`src/rtl/minv_pkg.sv`:
```
// Shared definitions for the modular-inversion host sequencer.
package minv_pkg;

    localparam int WORDS = 8;   // 32-bit words per operand
    localparam int DW    = 32;  // datapath word width

    typedef enum logic [3:0] {
        S_IDLE,
        S_LOAD_U,
        S_LOAD_P,
        S_CHECK,
        S_START,
        S_WAIT,
        S_READ,
        S_SEND,
        S_ABORT
    } state_e;

    localparam logic [1:0] ERR_NONE    = 2'd0;
    localparam logic [1:0] ERR_EVEN_P  = 2'd1;
    localparam logic [1:0] ERR_ZERO_U  = 2'd2;
    localparam logic [1:0] ERR_TIMEOUT = 2'd3;

endpackage

```
`src/rtl/minv_watchdog.sv`:
```
// Clearable, saturating cycle counter; flags when LIMIT-1 has been reached.
module minv_watchdog #(
    parameter int LIMIT = 100000
) (
    input  logic clk,
    input  logic rst,
    input  logic clr_i,
    input  logic en_i,
    output logic expired_o
);

    localparam int TW = (LIMIT > 1) ? $clog2(LIMIT) : 1;

    logic [TW-1:0] cnt_q, cnt_d;

    // Next count: clear has priority; increment stops at all-ones.
    always_comb begin
        cnt_d = cnt_q;
        if (clr_i)
            cnt_d = '0;
        else if (en_i && (cnt_q != '1))
            cnt_d = cnt_q + TW'(1);
    end

    // Counter register.
    always_ff @(posedge clk) begin
        if (rst) cnt_q <= '0;
        else     cnt_q <= cnt_d;
    end

    assign expired_o = (cnt_q == TW'(LIMIT - 1));

endmodule

```
`src/rtl/minv_host_seq.sv`:
```
// Host sequencer: streams U and P into the MINV engine, starts it, waits for
// completion and streams the 8 result words back out.
module minv_host_seq
    import minv_pkg::*;
#(
    parameter int TIMEOUT = 100000
) (
    input  logic          clk,
    input  logic          rst,
    input  logic          in_valid,
    output logic          in_ready,
    input  logic [DW-1:0] in_data,
    output logic          load_we,
    output logic          load_sel,
    output logic [2:0]    load_addr,
    output logic [DW-1:0] load_data,
    output logic          minv_en,
    input  logic          minv_rdy,
    output logic [2:0]    res_addr,
    input  logic [DW-1:0] res_data,
    output logic          out_valid,
    input  logic          out_ready,
    output logic [DW-1:0] out_data,
    output logic          out_last,
    output logic          busy,
    output logic          err,
    output logic [1:0]    err_code
);

    localparam logic [2:0] LAST = 3'(WORDS - 1);

    state_e        state_q, state_d;
    logic [2:0]    idx_q, idx_d;
    logic          nz_q, nz_d;        // OR of all U words seen so far
    logic          p0_q, p0_d;        // bit 0 of P word 0 (oddness)
    logic          err_q, err_d;
    logic [1:0]    code_q, code_d;
    logic          cap_q, cap_d;      // result word already captured in this SEND
    logic [DW-1:0] data_q, data_d;
    logic          rdy_en_q;          // holds in_ready low through the reset cycle
    logic          we_q, sel_q;
    logic [2:0]    waddr_q;
    logic [DW-1:0] wdata_q;
    logic          accept;
    logic          wd_clr, wd_en, wd_exp;

    minv_watchdog #(.LIMIT(TIMEOUT)) u_wd (
        .clk       (clk),
        .rst       (rst),
        .clr_i     (wd_clr),
        .en_i      (wd_en),
        .expired_o (wd_exp)
    );

    assign in_ready = rdy_en_q & (state_q inside {S_IDLE, S_LOAD_U, S_LOAD_P});
    assign accept   = in_valid & in_ready;

    // Next-state and datapath control for the whole operation.
    always_comb begin
        state_d = state_q;
        idx_d   = idx_q;
        nz_d    = nz_q;
        p0_d    = p0_q;
        err_d   = err_q;
        code_d  = code_q;
        cap_d   = cap_q;
        data_d  = data_q;
        wd_clr  = 1'b0;
        wd_en   = 1'b0;
        case (state_q)
            S_IDLE: begin
                if (accept) begin
                    err_d   = 1'b0;
                    code_d  = ERR_NONE;
                    nz_d    = |in_data;
                    idx_d   = 3'd1;
                    state_d = S_LOAD_U;
                end
            end
            S_LOAD_U: begin
                if (accept) begin
                    nz_d  = nz_q | (|in_data);
                    idx_d = idx_q + 3'd1;
                    if (idx_q == LAST) state_d = S_LOAD_P;
                end
            end
            S_LOAD_P: begin
                if (accept) begin
                    if (idx_q == 3'd0) p0_d = in_data[0];
                    idx_d = idx_q + 3'd1;
                    if (idx_q == LAST) state_d = S_CHECK;
                end
            end
            S_CHECK: begin
                // Even modulus takes precedence over a zero operand.
                if (!p0_q) begin
                    err_d   = 1'b1;
                    code_d  = ERR_EVEN_P;
                    state_d = S_ABORT;
                end else if (!nz_q) begin
                    err_d   = 1'b1;
                    code_d  = ERR_ZERO_U;
                    state_d = S_ABORT;
                end else begin
                    state_d = S_START;
                end
            end
            S_START: begin
                wd_clr  = 1'b1;
                state_d = S_WAIT;
            end
            S_WAIT: begin
                wd_en = 1'b1;
                // Completion beats a coincident timeout.
                if (minv_rdy) begin
                    idx_d   = 3'd0;
                    state_d = S_READ;
                end else if (wd_exp) begin
                    err_d   = 1'b1;
                    code_d  = ERR_TIMEOUT;
                    state_d = S_ABORT;
                end
            end
            S_READ: begin
                cap_d   = 1'b0;
                state_d = S_SEND;
            end
            S_SEND: begin
                // Result RAM output is only valid in the first SEND cycle, so
                // latch it there and serve the copy while stalled.
                if (!cap_q) begin
                    data_d = res_data;
                    cap_d  = 1'b1;
                end
                if (out_ready) begin
                    cap_d = 1'b0;
                    if (idx_q == LAST) begin
                        idx_d   = 3'd0;
                        state_d = S_IDLE;
                    end else begin
                        idx_d   = idx_q + 3'd1;
                        state_d = S_READ;
                    end
                end
            end
            S_ABORT: state_d = S_IDLE;
            default: state_d = S_IDLE;
        endcase
    end

    // Control/status registers.
    always_ff @(posedge clk) begin
        if (rst) begin
            state_q  <= S_IDLE;
            idx_q    <= '0;
            nz_q     <= 1'b0;
            p0_q     <= 1'b0;
            err_q    <= 1'b0;
            code_q   <= ERR_NONE;
            cap_q    <= 1'b0;
            data_q   <= '0;
            rdy_en_q <= 1'b0;
        end else begin
            state_q  <= state_d;
            idx_q    <= idx_d;
            nz_q     <= nz_d;
            p0_q     <= p0_d;
            err_q    <= err_d;
            code_q   <= code_d;
            cap_q    <= cap_d;
            data_q   <= data_d;
            rdy_en_q <= 1'b1;
        end
    end

    // Each accepted operand beat becomes an engine register write one cycle later.
    always_ff @(posedge clk) begin
        if (rst) begin
            we_q    <= 1'b0;
            sel_q   <= 1'b0;
            waddr_q <= '0;
            wdata_q <= '0;
        end else begin
            we_q <= accept;
            if (accept) begin
                sel_q   <= (state_q == S_LOAD_P);
                waddr_q <= (state_q == S_IDLE) ? 3'd0 : idx_q;
                wdata_q <= in_data;
            end
        end
    end

    assign load_we   = we_q;
    assign load_sel  = sel_q;
    assign load_addr = waddr_q;
    assign load_data = wdata_q;
    assign minv_en   = (state_q == S_START);
    assign res_addr  = (state_q == S_READ) ? idx_q : 3'd0;
    assign out_valid = (state_q == S_SEND);
    assign out_data  = (out_valid && !cap_q) ? res_data : data_q;
    assign out_last  = out_valid && (idx_q == LAST);
    assign busy      = (state_q != S_IDLE);
    assign err       = err_q;
    assign err_code  = code_q;

endmodule

```
`config.mk`:
```
export PLATFORM = sky130hd
export DESIGN_NAME = minv_host_seq
export DESIGN_NICKNAME = d
export VERILOG_FILES = /design/src/rtl/minv_pkg.sv /design/src/rtl/minv_watchdog.sv /design/src/rtl/minv_host_seq.sv
export SDC_FILE = /design/constraint.sdc
export NUM_CORES = 1
export LEC_CHECK = 0
export CORE_MARGIN = 2
export CORE_UTILIZATION = 60
export CTS_CLUSTER_SIZE = 10
export DETAILED_ROUTE_END_ITERATION = 8
export DONT_BUFFER_PORTS = 1
export PLACE_DENSITY = 0.76
export SLEW_MARGIN = 20
export SYNTH_ARGS = -nofsm -noshare
export SYNTH_HDL_FRONTEND = slang
export SYNTH_SLANG_ARGS = --single-unit
```
`constraint.sdc`:
```
create_clock -name clk -period 5 [get_ports clk]
set_input_delay 0.5 -clock clk [delete_from_list [all_inputs] [get_ports clk]]
set_output_delay 0.5 -clock clk [all_outputs]
set_load 0.05 [all_outputs]
```
* Word level (Yosys, flattened, before mapping)
Index checks and enable logic that the tools add are counted.
Word-level totals: flip-flop bits (word level) 100, bits of input ports 69, latch bits 0, bits in writable memories 0, bits in read-only memories 0, memories kept 0, logic and storage cells 104, output and inout port bits 80
Cells by class: div/mod/pow operators 0, add/sub/neg operators 2, bitwise operators 4, eq/ne operators 22, $mul 0, multiplexer cells 41, reduce and logical (&&, ||, !) cells 21, $lt $le $gt $ge 0, shifts and indexed selects 0
Operators by type and width (number):
- $mux W4 | 10
- $mux W32 | 1
- $pmux W4 S8 | 1
- $reduce_or A32 Y1 | 1
- $mux W3 | 8
- $add A17 B1 Y17 const B | 1
- $eq A17 B17 Y1 const B | 1
- $ne A17 B17 Y1 const B | 1
- $eq A4 B3 Y1 const B | 4
- $pmux W3 S4 | 1
- $mux W1 | 11
- $mux W2 | 5
- $ne A2 B1 Y1 const B | 5
- $ne A2 B2 Y1 const B | 5
- $reduce_and A5 Y1 | 2
- $eq A4 B2 Y1 const B | 2
- $reduce_bool A4 Y1 | 2
- $reduce_and A7 Y1 | 1
- $pmux W2 S3 | 1
- $reduce_and A3 Y1 | 2
- $reduce_bool A3 Y1 | 2
- $eq A4 B1 Y1 const B | 1
- $logic_not A4 Y1 | 1
- $pmux W1 S2 | 2
- 14 further kinds | 19

* Depth between registers and ports, before layout
Gate-level depths: netlist of run 1.
depth in word-level cells 6, mapped depth 9, mapped depth without buffers 9

* Cells and area by module
From an unflattened synthesis of run 1, not the netlist that was laid out.
Unflattened totals: cell total of the unflattened synthesis 490, area, all modules 4405.5 µm²
By module, submodules not included:
- minv_host_seq | cells each 397, times used 1, seq. area each 1661.6 µm², area each 3588.4 µm²
- minv_watchdog | cells each 93, times used 1, seq. area each 340.3 µm², area each 817.0 µm²

* Worst setup path after synthesis of run 1
OpenSTA, ideal clock, no wires.
kind register -> output, from reg state_q[1], to out out_data[0], data required time 4.500 ns, data arrival time 1.559 ns, setup slack 2.941 ns, cell stages (with the launch flop) 7, path buffers 2, cell sequence dfxtp_1 > buf_6 > and2_1 > nand2_2 > nor2_4 > buf_6 > mux2_1
On the way: longest elaborated chain between the ends 3
Ends and longest elaborated chain:
- start, declared | line minv_host_seq.sv:32 | state_e state_q, state_d;
- start signal, assigned | line minv_host_seq.sv:164 | state_q <= state_d;
- $eq A4 B3 Y1 | line minv_host_seq.sv:199 | assign out_valid = (state_q == S_SEND);
- $logic_and A1 B1 Y1 | line minv_host_seq.sv:200 | assign out_data = (out_valid && !cap_q) ? res_data : data_q;
- $mux W32 | line minv_host_seq.sv:200
- end, declared | line minv_host_seq.sv:23 | output logic [DW-1:0] out_data,
No other way between the ends.

* Worst setup path after layout of run 1
from reg state_q[2], to out out_data[6]
The elaborated chain is that of the path after synthesis.

==> results.yml, run 1 <==
status:
  status: "completed"
detailed_routing:
  wirelength_um: 9070
  drt_iter0_markers: 180
  routedWlPerCell_um: 15.7
  num_vias: 3258
  drtAntennaViolNets: 0
  avgViaCountPerCell: 5.64
  firstDrtPassIters: 5
  route.detailed.drc: 0
clock_tree:
  cts-root-buf: "clkbuf_8"
  cts_inserted_buffers: 9
  cts-hold-fix-buffers: 0
  cts_setup_buffers: 0
  clkSinkCount: 100
  cts_tree: "yes"
  clockBufferDepth: 2
  cts_resized: 0
  htreeDepth: 3
  path_clk_slew_ns: 0.11
  clock_latency_ns: 0.37
sta:
  period_needed_ns: 3.44
  period_share_pct: 68.8
  fin_skew_ns: 0.0154
  finalSetupTns_ns: 0
  hold_viol: 0
  slew_headroom_pct: 42.2
  finalMaxSlewViolations: 0
  worst_pin_slew_ns: 0.865
  rsz0062_at_grt: "no"
  timing.fmax_mhz: 291
  whs_ns: 0.196
  setup_viol: 0
floorplanning:
  core_area_um2: 7180
  start_util_pct: 61.4
  dieArea_um2: 8050
  rows: 31
  io_pins: 149
  die_y_um: 89.7
  die_width_um: 89.7
cells_and_area:
  diodes: 0
  post-route-util_pct: 63.8
  area_growth_pct: 3.77
  fillCellCount: 603
  nets: 548
  drive_above_1_share_pct: 10.0
  fin_cells: 578
placed_design:
  io_buffers: 0
  gp_congestion: 0.894
  place_hpwl_um: 6430
  placed_cells: 562
logic_synthesis:
  syn_area_um2: 4410
  syn_nets: 564
  async_reset_ff_share_pct: 0
  synthMostInstantiatedCell: "dfxtp_1"
  ys_ff_latch: 100
  yosysSeqAreaShare_pct: 45.4
  synthTopCellsByCount: "100 x dfxtp_1, 84 x nand2_1, 51 x a21oi_1, 34 x and2_1, 27 x nor2_1"
  synth_cells: 490
  ys_warn_count: 0
  synth_top_area_share_pct: 45.4
  synth.area.top_cells: "dfxtp_1 45%, nand2_1 7.2%, a21oi_1 5.8%"
  yosysTopAreaCell: "dfxtp_1"
  synth_cell_type_count: 54
  syn_avg_cell_area_um2: 9.00
  synth_top_flop_cell: "dfxtp_1"
  synth_edf_count: 0
global_routing:
  grt_pass1_wl_um: 14700
  gr-total-overflow: 0
  grt_max_degree: 51
  antenna_found_initial: 0
  grt_pass1_vias: 3110
  grt.total_usage_pct: 22.3
power_and_ir_drop:
  power_per_cell_area_nw_per_um2: 387
  vdd.ir_drop.worst_v: 0.000221
  static-leakage-power_nw: 1.75
  p_total_mw: 1.77
job:
  drv_cap: 0
critical_path:
  critical_path.max_stage_delay_ns: 0.80
  start_kind: "flip-flop"
  path_class: "flip-flop to primary output"
  worst-path-max-fanout: 32
  end_kind: "primary output"
  path_buf_inv: 0
  arrival_ns: 2.94
  critPathTopFamily: "simple AND/OR/NAND/NOR gates"
  cp.required_ns: 4.50
  crit_slowest_cell: "dfxtp_1"
  path_cells: "and2_1 > nand2_2 > nor2_4 > mux2_1"
min_path:
  min_path_type: "input port to flip-flop"
[area by class of cell]
cell class	count	area, um^2	share of cell area (%)
Multi-Input combinational cell	351	2210	48.2
Sequential cell	100	2000	43.8
Clock buffer	10	138	3.01
Tap cell	99	124	2.71
Clock inverter	6	53.8	1.18
Inverter	10	37.5	0.820
Timing Repair Buffer	2	15.0	0.328
[worst paths after layout]
kind,from,slack (ns),endpoint,cells past startpoint
worst max-delay path,state_q[2],1.56,out_data[6],4
worst min-delay path,rst,0.20,load_data[13],1
worst min register to register,u_wd.cnt_q[16],0.50,u_wd.cnt_q[16],2
worst max register to register,state_q[2],2.06,data_q[6],5
[metrics by stage]
step	setup slack, ns	cell area [um^2]
2_1_floorplan	2.94	4410
3_3_place_gp	2.10	4380
3_5_place_dp	1.93	4380
4_1_cts	1.53	4580
5_1_grt	1.36	4580
6_report	1.56	4580
[registers in the layout (all words and copies together), names as in the netlist]
signal	cells
state_q	4
err_code	2
cap_q	1
load_data	32
load_we	1
nz_q	1
err	1
idx_q	3
u_wd.cnt_q	17
load_addr	3
data_q	32
rdy_en_q	1
p0_q	1
load_sel	1
[cells in the final DEF (no fill, tap or decap), types with 2 or more instances in the layout]
| cell | Yosys | routed |
|---|---|---|
| dfxtp_1 | 100 | 100 |
| nand2_1 | 84 | 84 |
| a21oi_1 | 51 | 51 |
| and2_1 | 34 | 34 |
| nor2_1 | 27 | 27 |
| mux2_2 | 17 | 17 |
| mux2_1 | 15 | 15 |
| nand3_1 | 15 | 15 |
| inv_1 | 10 | 10 |
| clkbuf_8 | 0 | 10 |
| xor2_1 | 9 | 9 |
| nor4_1 | 9 | 9 |
| and3_1 | 8 | 8 |
| o21ai_0 | 8 | 8 |
| xnor2_1 | 7 | 7 |
| nand4_1 | 6 | 6 |
| and4_1 | 5 | 5 |
| nor3_1 | 5 | 5 |
| ha_1 | 5 | 5 |
| o21a_1 | 4 | 4 |
| nand2b_1 | 4 | 4 |
| o31ai_1 | 3 | 3 |
| nor2_4 | 2 | 2 |
| and3b_1 | 2 | 2 |
| nand4b_1 | 2 | 2 |
| nor2b_1 | 2 | 2 |
| nor4b_1 | 2 | 2 |
| o211ai_1 | 2 | 2 |
| mux2i_1 | 2 | 2 |
| clkinv_4 | 0 | 2 |
| inv_6 | 0 | 2 |
| buf_4 | 3 | 2 |
[metal layers]
metal | global-route usage, % | share of wire (%) | vias up | routed length (um)
met4 | 7.05 | 1.3 | 0 | 115
li1 | - | - | 1642 | -
met2 | 36.6 | 48 | 126 | 4350
met1 | 26.5 | 42 | 1477 | 3770
met5 | 0 | 0 | - | 0
met3 | 9.56 | 9.2 | 13 | 837
[report_power, final]
| part | switching [mW] | total (mW) | leakage, nW | internal, mW |
|---|---|---|---|---|
| registers | 0.153 | 0.988 | 0.811 | 0.834 |
| logic | 0.186 | 0.297 | 0.845 | 0.111 |
| clock network | 0.283 | 0.486 | 0.0954 | 0.203 |
| total | 0.623 | 1.77 | 1.75 | 1.15 |
[cell families after synthesis]
kind of cell / synth area share [%]
adder cells (fa/ha/maj): 1.42
AND/OR/NAND/NOR: 26.4
AO/OA/AOI/OAI: 10.4
flip-flops: 45.4
multiplexers: 8.63
XOR/XNOR: 3.18
buffers and inverters: 4.57
Note: power is estimated with default switching activity, not from simulation.
==> run 2, diff against run 1 <==
==> constraint.sdc (replaced) <==
create_clock -name clk -period 3.4 [get_ports clk]
set_input_delay 0.34 -clock clk [delete_from_list [all_inputs] [get_ports clk]]
set_output_delay 0.34 -clock clk [all_outputs]
set_load 0.05 [all_outputs]
==> run 2 against run 1 <==
Against the previous run: clock skew is 0.0037 ns lower; setup slack worse by 0.82 ns; die area stayed put; core utilization is 0.33 points higher; sequential power is 43% higher; highest routed layer unchanged; largest power group unchanged.
==> results.yml, run 2 (synthesized netlist as in run 1, its figures left out) <==
cells_and_area:
  nets: 552
  area_growth_pct: 4.31
  diodes: 0
  mostFrequentLayoutCells: "100 x dfxtp_1, 84 x nand2_1, 51 x a21oi_1"
  final_common_cell: "dfxtp_1"
  post-route-util_pct: 64.1
  fillCellCount: 620
  drive_above_1_share_pct: 10.6
  fin_area_um2: 4600
sta:
  fin_skew_ns: 0.0117
  whs_ns: 0.0448
  slew_headroom_pct: 42.4
  finalMaxSlewViolations: 0
  setup_viol: 0
  timing.fmax_mhz: 376
  period_needed_ns: 2.66
  finalSetupTns_ns: 0
  rsz0062_at_grt: "no"
  worst_pin_slew_ns: 0.863
  hold_viol: 0
  period_share_pct: 78.3
global_routing:
  grt_pass1_vias: 3243
  gr-total-overflow: 0
  grt_pass1_wl_um: 15400
  antenna_found_initial: 0
  grt_max_degree: 51
  grt.total_usage_pct: 23.1
clock_tree:
  path_clk_slew_ns: 0.10
  clkSinkCount: 100
  htreeDepth: 3
  cts_setup_buffers: 0
  cts_tree: "yes"
  cts-hold-fix-buffers: 0
  cts_inserted_buffers: 9
  cts-root-buf: "clkbuf_8"
  clockBufferDepth: 2
  clock_latency_ns: 0.36
  cts_resized: 0
detailed_routing:
  num_vias: 3304
  wirelength_um: 9350
  drtAntennaViolNets: 0
  avgViaCountPerCell: 5.69
  drt_iter0_markers: 179
  route.detailed.drc: 0
  routedWlPerCell_um: 16.1
  firstDrtPassIters: 4
floorplanning:
  dieArea_um2: 8050
  core_area_um2: 7180
  start_util_pct: 61.4
  die_width_um: 89.7
  die_y_um: 89.7
  io_pins: 149
  rows: 31
critical_path:
  cp.required_ns: 3.06
  critical_path.max_stage_delay_ns: 0.58
  end_kind: "primary output"
  crit_slowest_cell: "mux2_1"
  worst-path-max-fanout: 32
  start_kind: "flip-flop"
  arrival_ns: 2.32
  path_buf_inv: 1
  critPathTopFamily: "multiplexers"
  path_class: "flip-flop to primary output"
  path_cells: "and2b_4 > nand2_2 > nor2_4 > buf_4 > mux2_1"
status:
  status: "completed"
power_and_ir_drop:
  power_per_cell_area_nw_per_um2: 564
  static-leakage-power_nw: 1.77
  vdd.ir_drop.worst_v: 0.000330
placed_design:
  place_hpwl_um: 6720
  placed_cell_area_um2: 4430
  io_buffers: 0
  gp_congestion: 0.888
min_path:
  min_path_type: "input port to flip-flop"
job:
  drv_cap: 0
## run 2: changes by cell type in the layout (fill, tap and decap cells not counted), sizes merged
cell / delta
buf: +4
clkbuf: -1
clkinv: -1
clkinvlp: +1
## run 2: worst paths after layout
path         cells after the start       start  slack, ns            end
max                              5  state_q[3]       0.74    out_data[6]
min                              1         rst       0.04  load_data[13]
max reg2reg                      6  state_q[3]       1.07     data_q[17]
min reg2reg                      2        nz_q       0.49           nz_q
## run 2: per-layer routing
metal / GRT usage (%) / part of all wire (%)
met5: 0 / 0
met4: 8.08 / 1.7
met3: 9.22 / 9.2
met2: 37.9 / 48
met1: 27.7 / 41
## run 2: layout make-up
type	instances	area [um^2]	area share [%]
repair buffers	6	57.6	1.25
well taps	99	124	2.69
clock buffers	9	124	2.69
clock inverters	6	48.8	1.06
inverters	10	37.5	0.816
flip-flops and latches	100	2000	43.5
multi-input cells	351	2210	48.0
## run 2: report_power, final
part           leakage, nW  internal, mW  total (mW)  switching, mW
registers            0.811          1.23        1.41          0.180
clock network       0.0840         0.271       0.683          0.411
logic                0.873         0.181       0.504          0.323
total                 1.77          1.68        2.59          0.914
## run 2: through the flow
| stage | cells | worst slack [ns] | power [mW] |
|---|---|---|---|
| 3_5_place_dp | 566 | 1.08 | 1.93 |
| 6_report | 581 | 0.739 | 2.59 |
| 4_1_cts | 581 | 0.718 | 2.61 |
| 5_1_grt | 581 | 0.628 | 2.72 |
| 3_3_place_gp | 566 | 1.17 | 1.93 |
| 2_1_floorplan | 490 | 1.48 | 1.85 |
